File: config.mk
export PLATFORM = sky130hd
export DESIGN_NAME = seq_pack_5x3b_to_4x4b_ctrl
export DESIGN_NICKNAME = d
export VERILOG_FILES = /design/src/rtl/seq_pack_pkg.sv /design/src/rtl/frame_pack_5x3b_comb.sv /design/src/rtl/seq_pack_5x3b_to_4x4b_ctrl.sv
export SDC_FILE = /design/constraint.sdc
export NUM_CORES = 1
export LEC_CHECK = 0
export BUFFER_PORTS_ARGS = -buffer_cell sky130_fd_sc_hd__buf_2
export CORE_ASPECT_RATIO = 1.75
export CORE_MARGIN = 1.5
export CORE_UTILIZATION = 45
export DETAILED_ROUTE_END_ITERATION = 8
export PLACE_DENSITY = 0.59
export SYNTH_ARGS = -nofsm -noshare
export SYNTH_HDL_FRONTEND = slang
export SYNTH_SLANG_ARGS = --single-unit
File: constraint.sdc
create_clock -name clk -period 2.4 [get_ports clk]
set_clock_uncertainty 0.2 [all_clocks]
set_input_delay 0.48 -clock clk [delete_from_list [all_inputs] [get_ports clk]]
set_output_delay 0.48 -clock clk [all_outputs]
set_load 0.02 [all_outputs]
File: src/rtl/seq_pack_pkg.sv
`default_nettype none
// ============================================================================
// Module   : seq_pack_pkg
// Brief    : Shared types and constants for the 5x3b -> 4x4b frame repacker.
// Revision : 1.0 - initial release
// ============================================================================
package seq_pack_pkg;

    typedef enum logic {
        FILL = 1'b0,
        EMIT = 1'b1
    } state_t;

    localparam int   FRAME_W = 16;
    localparam logic MARKER  = 1'b1;
    localparam int   PAY_W   = FRAME_W - 1;

    typedef logic [2:0] sym_t;
    typedef logic [3:0] nib_t;

endpackage : seq_pack_pkg
`default_nettype wire

File: src/rtl/frame_pack_5x3b_comb.sv
`default_nettype none
// ============================================================================
// Module   : frame_pack_5x3b_comb
// Brief    : Places the marker bit above the five packed symbols {s4..s0}.
// Revision : 1.0 - initial release
// ============================================================================
module frame_pack_5x3b_comb
    import seq_pack_pkg::*;
(
    input  logic [PAY_W-1:0]   syms,
    output logic [FRAME_W-1:0] frame
);

    assign frame = {MARKER, syms};

endmodule : frame_pack_5x3b_comb
`default_nettype wire

File: src/rtl/seq_pack_5x3b_to_4x4b_ctrl.sv
`default_nettype none
// ============================================================================
// Module   : seq_pack_5x3b_to_4x4b_ctrl
// Brief    : Collects 3-bit symbols into a marked 16-bit frame and emits it as
//            four 4-bit nibbles, LSB nibble first, over val/rdy streams.
// Revision : 1.0 - initial release
// ============================================================================
module seq_pack_5x3b_to_4x4b_ctrl
    import seq_pack_pkg::*;
#(
    parameter int NSYM  = 5,
    parameter int SYM_W = 3,
    parameter int NIB_W = 4,
    parameter int NNIB  = 4
) (
    input  logic             clk,
    input  logic             reset,
    input  logic             in_val,
    output logic             in_rdy,
    input  logic [SYM_W-1:0] in_msg,
    input  logic             flush,
    output logic             out_val,
    input  logic             out_rdy,
    output logic [NIB_W-1:0] out_msg,
    output logic             out_last,
    output logic [7:0]       frame_cnt
);

    localparam int CNT_W = $clog2(NSYM + 1);
    localparam int IDX_W = $clog2(NNIB);
    localparam int SYMS_W = NSYM * SYM_W;

    generate
        if ((SYMS_W + 1 != NNIB * NIB_W) || (SYMS_W != PAY_W)) begin : g_bad_geometry
            $error("seq_pack_5x3b_to_4x4b_ctrl: NSYM*SYM_W+1 must equal NNIB*NIB_W and FRAME_W");
        end
    endgenerate

    state_t              r_state;
    logic [CNT_W-1:0]    r_sym_cnt;
    logic [IDX_W-1:0]    r_nib_idx;
    logic [SYMS_W-1:0]   r_syms;
    logic [FRAME_W-1:0]  r_frame;
    logic [7:0]          r_frame_cnt;

    logic                w_accept;
    logic                w_fill_done;
    logic                w_flush_close;
    logic                w_close;
    logic                w_last_idx;
    logic [SYMS_W-1:0]   w_syms_next;
    logic [FRAME_W-1:0]  w_frame;
    logic [NIB_W-1:0]    w_nib;

    assign w_accept      = (r_state == FILL) && in_val;
    assign w_fill_done   = w_accept && (r_sym_cnt == CNT_W'(NSYM - 1));
    assign w_flush_close = (r_state == FILL) && flush && ((r_sym_cnt != '0) || w_accept);
    assign w_close       = w_fill_done || w_flush_close;
    assign w_last_idx    = (r_nib_idx == IDX_W'(NNIB - 1));

    // Symbol buffer with this cycle's accepted symbol already merged, so a
    // closing edge (full or flush) latches the frame including that symbol.
    always_comb begin
        w_syms_next = r_syms;
        for (int i = 0; i < NSYM; i++) begin
            if (w_accept && (r_sym_cnt == CNT_W'(i))) begin
                w_syms_next[i*SYM_W +: SYM_W] = in_msg;
            end
        end
    end

    frame_pack_5x3b_comb u_frame_pack (
        .syms  (w_syms_next),
        .frame (w_frame)
    );

    always_comb begin
        w_nib = '0;
        for (int i = 0; i < NNIB; i++) begin
            if (r_nib_idx == IDX_W'(i)) begin
                w_nib = r_frame[i*NIB_W +: NIB_W];
            end
        end
    end

    always_ff @(posedge clk or posedge reset) begin
        if (reset) begin
            r_state     <= FILL;
            r_sym_cnt   <= '0;
            r_nib_idx   <= '0;
            r_syms      <= '0;
            r_frame     <= '0;
            r_frame_cnt <= '0;
        end else begin
            case (r_state)
                FILL: begin
                    if (w_accept) begin
                        r_sym_cnt <= r_sym_cnt + 1'b1;
                    end
                    if (w_close) begin
                        r_frame <= w_frame;
                        // Clear the buffer so the next partial frame pads with zeros.
                        r_syms  <= '0;
                        r_state <= EMIT;
                    end else begin
                        r_syms  <= w_syms_next;
                    end
                end
                EMIT: begin
                    if (out_rdy) begin
                        if (w_last_idx) begin
                            r_nib_idx   <= '0;
                            r_sym_cnt   <= '0;
                            r_frame_cnt <= r_frame_cnt + 8'd1;
                            r_state     <= FILL;
                        end else begin
                            r_nib_idx   <= r_nib_idx + 1'b1;
                        end
                    end
                end
                default: begin
                    r_state <= FILL;
                end
            endcase
        end
    end

    assign in_rdy    = (r_state == FILL);
    assign out_val   = (r_state == EMIT);
    assign out_msg   = out_val ? w_nib : '0;
    assign out_last  = out_val && w_last_idx;
    assign frame_cnt = r_frame_cnt;

endmodule : seq_pack_5x3b_to_4x4b_ctrl
`default_nettype wire
==> impl_metrics.toml, run 1 <==
[status]
status = "finished, final reports clean"

[setup_path]
ff2ff_setup_slack_ns = 0.41
cp_data_arrival_time_ns = 1.61
path_buf_inv = 2
reg2regPathDepth = 8
max_stage_delay_ns = 0.45
crit_path_start_kind = "register"
r2r-end = "r_frame[0]"
end_kind = "primary output"
cp_max_fo = 5
worstReg2RegStart = "r_sym_cnt[0]"
cp_top_family = "flip-flops"
crit_type = "reg2out"
path_cells = "inv_2 -> ha_4 -> nand2_1 -> o21ai_0 -> a22oi_1 -> nor2_1 -> buf_2"
worst_path_max_delay_cell = "dfrtp_2"
worstPathRequired_ns = 1.72

[clocking]
cts.clk_slew.worst_paths_ns = 0.08
clock_latency_ns = 0.30
cts_tree = "built"
numCtsBuffers = 5
clockBufferDepth = 2
post-cts-setup-buffers = 0
hold_buffers = 0
htreeDepth = 2
cts_sinks = 45
clockRootBuffer = "clkbuf_8"

[pwr]
power.share.switching_pct = 40.9
p_seq_share_pct = 38.9
p_leak_nw = 1.21
clockPowerShare_pct = 14.8
ir_worst_vdd_mv = 0.831
power_density_nw_per_um2 = 1200
switchingPower_w = 0.00129
pwr-share-comb_pct = 46.3
power.internal_w = 0.00187

[logic_synthesis]
synth_cell_type_count = 37
synth_edf_count = 0
synth_common_cells = "dfrtp_1 (45), nor2_1 (28), a21oi_1 (27)"
synth_top_area_share_pct = 48.5
yosys.area.top_type = "dfrtp_1"
netlist_instances = 240
synth_simple_gate_area_share_pct = 14.5
yosysMostFrequentCell = "dfrtp_1"
synthesis.area_um2 = 2320
async_flop_share_pct = 100
synth_area_leaders = "dfrtp_1 (49%), a21oi_1 (5.8%), mux2i_1 (5.6%)"
synth_fa_ha_area_share_pct = 5.39
synth-xor-area-share_pct = 2.64
syn_avg_cell_area_um2 = 9.67
synth_top_family_by_area = "compound AO/OA/AOI/OAI gates"
synth_compound_area_share_pct = 14.6
synth.yosys.warnings = 0
synth_seq_cells = 45
synth.net_count = 258
seq_area_frac_synth_pct = 48.5
synth_ff_type = "dfrtp_1"
synth.area.mux_share_pct = 7.07

[floorplanning]
die_w_um = 57.3
start_util_pct = 46.6
die_area_um2 = 5610
core_area_um2 = 4980
row_count = 34
die_y_um = 98.0
pin_count = 23

[grt]
gr-usage-met3_pct = 3.18
grt-ovfl-total = 0
grt_pass1_wl_mm = 8.34
use_met2_pct = 37.1
antenna_found_initial = 0
grt_max_degree = 27
top_usage_layer = "met2"
met1_usage_pct = 20.6
grt_pass1_vias = 1768
grtUsageTotal_pct = 19.4

[drt]
route.vias.total = 1720
detail-route-antenna-nets = 0
first_pass_iters = 4
avgViaCountPerCell = 5.36
wire_per_inst_um = 15.3
wl_mm = 4.92
drc_errors = 0
drt_iter0_drc = 55

[finish]
postLayoutCoreUtil_pct = 53.0
antenna_cells = 0
syn_to_final_growth_pct = 13.6
nets = 285
drive_gt1_share_pct = 22.1

[timing]
hold_viol = 0
period_share_pct = 95.6
rsz0062_at_grt = "false"
setup_viol = 0
max_freq_mhz = 436
tns_ns = 0
maxSlewHeadroom_pct = 63.9
layout_min_cycle_time_ns = 2.29
worstMarginPinSlew_ns = 0.540
maxSlewViolCount = 0
hold_ws_ns = 0.0215
setup_ws_ns = 0.106

[place]
place_ws_ns = 0.335
hpwl_mm = 3.83
port_buffers = 22
gp_congestion = 0.851

[run]
drv_cap = 0

[min_path]
hp-class = "in2async"
-- worst reg2reg max path, stage by stage, from the launching register on --
cell and delay, ns:
dfrtp_1 0.41, inv_1 0.08, ha_1 0.20, buf_4 0.15, a21oi_1 0.28, o32ai_4 0.20, buf_12 0.20, nor2_1 0.11
a21oi_2 0.04
-- placed cells by master, fill, tap and decap left out, types with 3 or more instances in the layout --
cell type / netlist / layout
a21oi_1: 27 / 26
a22oi_1: 4 / 4
buf_2: 2 / 20
buf_4: 0 / 9
clkbuf_8: 2 / 6
dfrtp_1: 45 / 43
ha_1: 10 / 6
ha_4: 0 / 3
inv_1: 24 / 21
inv_2: 1 / 4
mux2_2: 3 / 3
mux2i_1: 13 / 13
nand2_1: 14 / 14
nand3_1: 5 / 5
nand4_1: 4 / 4
nor2_1: 28 / 28
nor2b_1: 3 / 3
nor3_1: 4 / 4
o21ai_0: 11 / 9
o22ai_1: 9 / 9
xnor2_1: 5 / 5
-- cell type report --
class / instances / area (um^2)
Tap cell: 54 / 67.6
Sequential cell: 45 / 1130
Fill cell: 488 / 2340
Clock buffer: 7 / 86.3
Multi-Input combinational cell: 160 / 1070
Inverter: 25 / 93.8
Timing Repair Buffer: 30 / 188
-- power by group through the flow --
stage | Clock, W | Combinational, W | Sequential (W)
floorplan | 0 | 0.00102 | 0.00121
global placement | 0 | 0.00136 | 0.00123
detailed placement | 0 | 0.00137 | 0.00124
CTS | 0.000481 | 0.00138 | 0.00122
global route | 0.000503 | 0.00164 | 0.00128
finish | 0.000470 | 0.00147 | 0.00123
-- timing repair --
item / in CTS / in global routing
endpoints found under the setup margin: 0 / 4
resized for setup: 0 / 17
endpoints found under the hold margin: 0 / 0
-- sequential cells by signal, indices dropped and copies added (netlist names) --
register	flops
r_frame	16
r_nib_idx	2
frame_cnt	8
r_syms	15
out_val	1
r_sym_cnt	3
-- cell families after synthesis --
| kind of cell | Yosys count |
|---|---|
| buffers and inverters | 35 |
| flip-flops | 45 |
| multiplexers | 16 |
| AND/OR/NAND/NOR | 71 |
| adder cells (fa/ha/maj) | 10 |
| AO/OA/AOI/OAI | 56 |
| XOR/XNOR | 7 |
-- routing by layer --
layer / vias to the layer above / wire [um]
met3: 8 / 130
li1: 861 / -
met5: - / 0
met4: 0 / 96
met2: 25 / 2790
met1: 826 / 1900
-- how the worst max path moves through the flow --
stage	startpoint	end	slack, ns	depth (start not counted)
after detailed placement	r_nib_idx[0]	out_msg[2]	0.33	7
after CTS	r_nib_idx[0]	out_msg[2]	0.01	7
after floorplan	r_nib_idx[0]	out_msg[0]	0.39	7
after global routing	r_nib_idx[0]	out_msg[1]	0.01	7
after global placement	r_nib_idx[0]	out_msg[2]	0.34	7
final	r_nib_idx[0]	out_msg[0]	0.11	7
-- stage by stage --
stage                     power, W  std cells  cell area (um^2)
after floorplan            0.00223        240              2320
after global placement     0.00259        314              2490
after detailed placement   0.00261        314              2490
after CTS                  0.00308        321              2580
after global routing       0.00342        321              2640
final                      0.00317        321              2640
No activity file was read; power rests on OpenSTA's default activity.
==> run 2: changes to the inputs <==
--- a/config.mk
+++ b/config.mk
@@ -5,6 +5,7 @@
 export SDC_FILE = /design/constraint.sdc
 export NUM_CORES = 1
 export LEC_CHECK = 0
+export ABC_AREA = 1
 export BUFFER_PORTS_ARGS = -buffer_cell sky130_fd_sc_hd__buf_2
 export CORE_ASPECT_RATIO = 1.75
 export CORE_MARGIN = 1.5
==> run 2 against run 1 <==
  * The flow now finishes with violations (negative hold slack)
  * Via count rose by 6.3%
  * Global-route usage rose by 0.056 points
  * Sequential share of layout area fell by 0.24 points
  * Sequential power fell by 4%
  * Sequential cell count did not move
  * Utilization fell by 0.27 points
  * Fmax rose by 1.5%
  * Critical path depth did not move
==> impl_metrics.toml, run 2 <==
[status]
status = "finished, violations left"
violations = "negative hold slack"

[logic_synthesis]
synth_edf_count = 0
synth_seq_cells = 45
synth.net_count = 298
yosysMostFrequentCell = "nand2_1"
synth_ff_type = "dfrtp_1"
synthesis.area_um2 = 2380
synth_cell_type_count = 26
async_flop_share_pct = 100
seq_area_frac_synth_pct = 47.2
synth_top_area_share_pct = 47.2
syn_avg_cell_area_um2 = 8.51
synth.yosys.warnings = 0
synth_area_leaders = "dfrtp_1 (47%), nand2_1 (16%), a21oi_2 (5.5%)"
netlist_instances = 280
synth_common_cells = "nand2_1 (104), dfrtp_1 (45), nand3_1 (26)"
yosys.area.top_type = "dfrtp_1"

[timing]
period_share_pct = 94.1
layout_min_cycle_time_ns = 2.26
setup_viol = 0
tns_ns = 0
hold_viol = 4
maxSlewViolCount = 0
worstMarginPinSlew_ns = 0.497
hold_ws_ns = -0.00499
max_freq_mhz = 443
maxSlewHeadroom_pct = 66.8
rsz0062_at_grt = "false"

[pwr]
power_density_nw_per_um2 = 1180
power.share.switching_pct = 40.6
clockPowerShare_pct = 21.7
pwr-share-comb_pct = 40.4
power_w = 0.00312
switchingPower_w = 0.00127
p_seq_share_pct = 37.9
ir_worst_vdd_mv = 0.585
p_leak_nw = 1.44
power.internal_w = 0.00185

[setup_path]
crit_path_start_kind = "register"
crit_type = "reg2out"
max_stage_delay_ns = 0.40
critPathMostFrequentCell = "nand2_1"
end_kind = "primary output"
worst_path_max_delay_cell = "dfrtp_1"
path_cells = "inv_1 -> ha_2 -> nand2_1 -> nand2_1 -> o211ai_1 -> a21oi_1 -> buf_4"
cp_max_fo = 4
cp_data_arrival_time_ns = 1.58
worstPathRequired_ns = 1.72

[floorplanning]
row_count = 34
core_area_um2 = 5020
start_util_pct = 47.5
die_area_um2 = 5760
pin_count = 23
die_y_um = 99.3
die_w_um = 58.0

[clocking]
clock_latency_ns = 0.30
post-cts-setup-buffers = 0
numCtsBuffers = 5
hold_buffers = 0
cts.clk_slew.worst_paths_ns = 0.08
cts.repair.resized = 0
clockBufferDepth = 2
htreeDepth = 2
cts_sinks = 45
cts_tree = "built"
clockRootBuffer = "clkbuf_8"

[grt]
grt_pass1_vias = 1849
grt_pass1_wl_mm = 8.60
grt_max_degree = 32
antenna_found_initial = 0
grtUsageTotal_pct = 19.5
grt-ovfl-total = 0

[drt]
first_pass_iters = 6
route.vias.total = 1829
drt_iter0_drc = 103
drc_errors = 0
wl_mm = 4.89
wire_per_inst_um = 13.6
avgViaCountPerCell = 5.09
detail-route-antenna-nets = 0

[run]
drv_cap = 0

[place]
hpwl_mm = 3.76
gp_congestion = 0.776
port_buffers = 22

[finish]
regMostFlops = "r_frame"
final_common_cell = "nand2_1"
nets = 322
postLayoutCoreUtil_pct = 52.7
largest_reg_flops = 16
drive_gt1_share_pct = 20.7
syn_to_final_growth_pct = 11.0
layout_common_cells = "nand2_1 (104), dfrtp_1 (45), nand3_1 (26), buf_2 (21), inv_1 (19)"
antenna_cells = 0

[min_path]
hp-class = "in2async"
run 2: final timing paths:
kind                         startpoint  cells after the start  slack, ns           to
max                        r_nib_idx[0]                      7       0.14   out_msg[3]
min                               reset                      2     -0.005   r_syms[11]
max reg2reg                r_sym_cnt[0]                      7       0.49   r_frame[2]
min reg2reg                 r_frame[15]                      2       0.28  r_frame[15]
max in group asynchronous         reset                      3       1.45   r_frame[1]
min in group clk                out_rdy                      4       0.26      out_val
run 2: area by class of cell:
class | count | area, um^2
Clock buffer | 5 | 68.8
Clock inverter | 3 | 65.1
Fill cell | 499 | 2370
Inverter | 26 | 98.8
Multi-Input combinational cell | 200 | 1080
Sequential cell | 45 | 1130
Tap cell | 54 | 67.6
Timing Repair Buffer | 26 | 143
run 2: logic make-up (layout without fill, tap and decap cells):
logic type	after synthesis	count (layout)	share of synthesized area, %
and+or+nand+nor	150	150	27.3
DFF	45	45	47.2
AOI/OAI and AO/OA	36	36	11.0
buffers and inverters	35	60	7.72
adders and majority gates	10	10	5.25
xor gates and xnor gates	4	4	1.47
run 2: metal layers:
| layer | track usage [%] | wire [um] |
|---|---|---|
| met3 | 2.99 | 143 |
| met5 | 0 | 0 |
| met2 | 32.8 | 2440 |
| met1 | 24.3 | 2190 |
| met4 | 8.59 | 114 |
run 2: worst max-delay path: cells and delay by family (launching register included):
family	cells	cell delay [ns]
and+or+nand+nor	2	0.12
adders and majority gates	1	0.22
DFF	1	0.40
AOI/OAI and AO/OA	2	0.25
buffers and inverters	2	0.29
run 2: power by group through the flow:
| stage | registers (W) | logic, W | clock network [W] |
|---|---|---|---|
| after floorplan | 0.00118 | 0.00101 | 0 |
| after global placement | 0.00119 | 0.00124 | 0 |
| after detailed placement | 0.00120 | 0.00126 | 0 |
| after CTS | 0.00119 | 0.00126 | 0.000693 |
| after global routing | 0.00121 | 0.00145 | 0.000720 |
| final | 0.00118 | 0.00126 | 0.000675 |
run 2: stage by stage:
| step | setup WS (ns) | std cells | area [um^2] |
|---|---|---|---|
| 6_report | 0.140 | 359 | 2650 |
| 5_1_grt | 0.0178 | 359 | 2650 |
| 4_1_cts | 0.0765 | 359 | 2640 |
| 3_5_place_dp | 0.409 | 351 | 2510 |
| 3_3_place_gp | 0.436 | 351 | 2510 |
| 2_1_floorplan | 0.492 | 280 | 2380 |
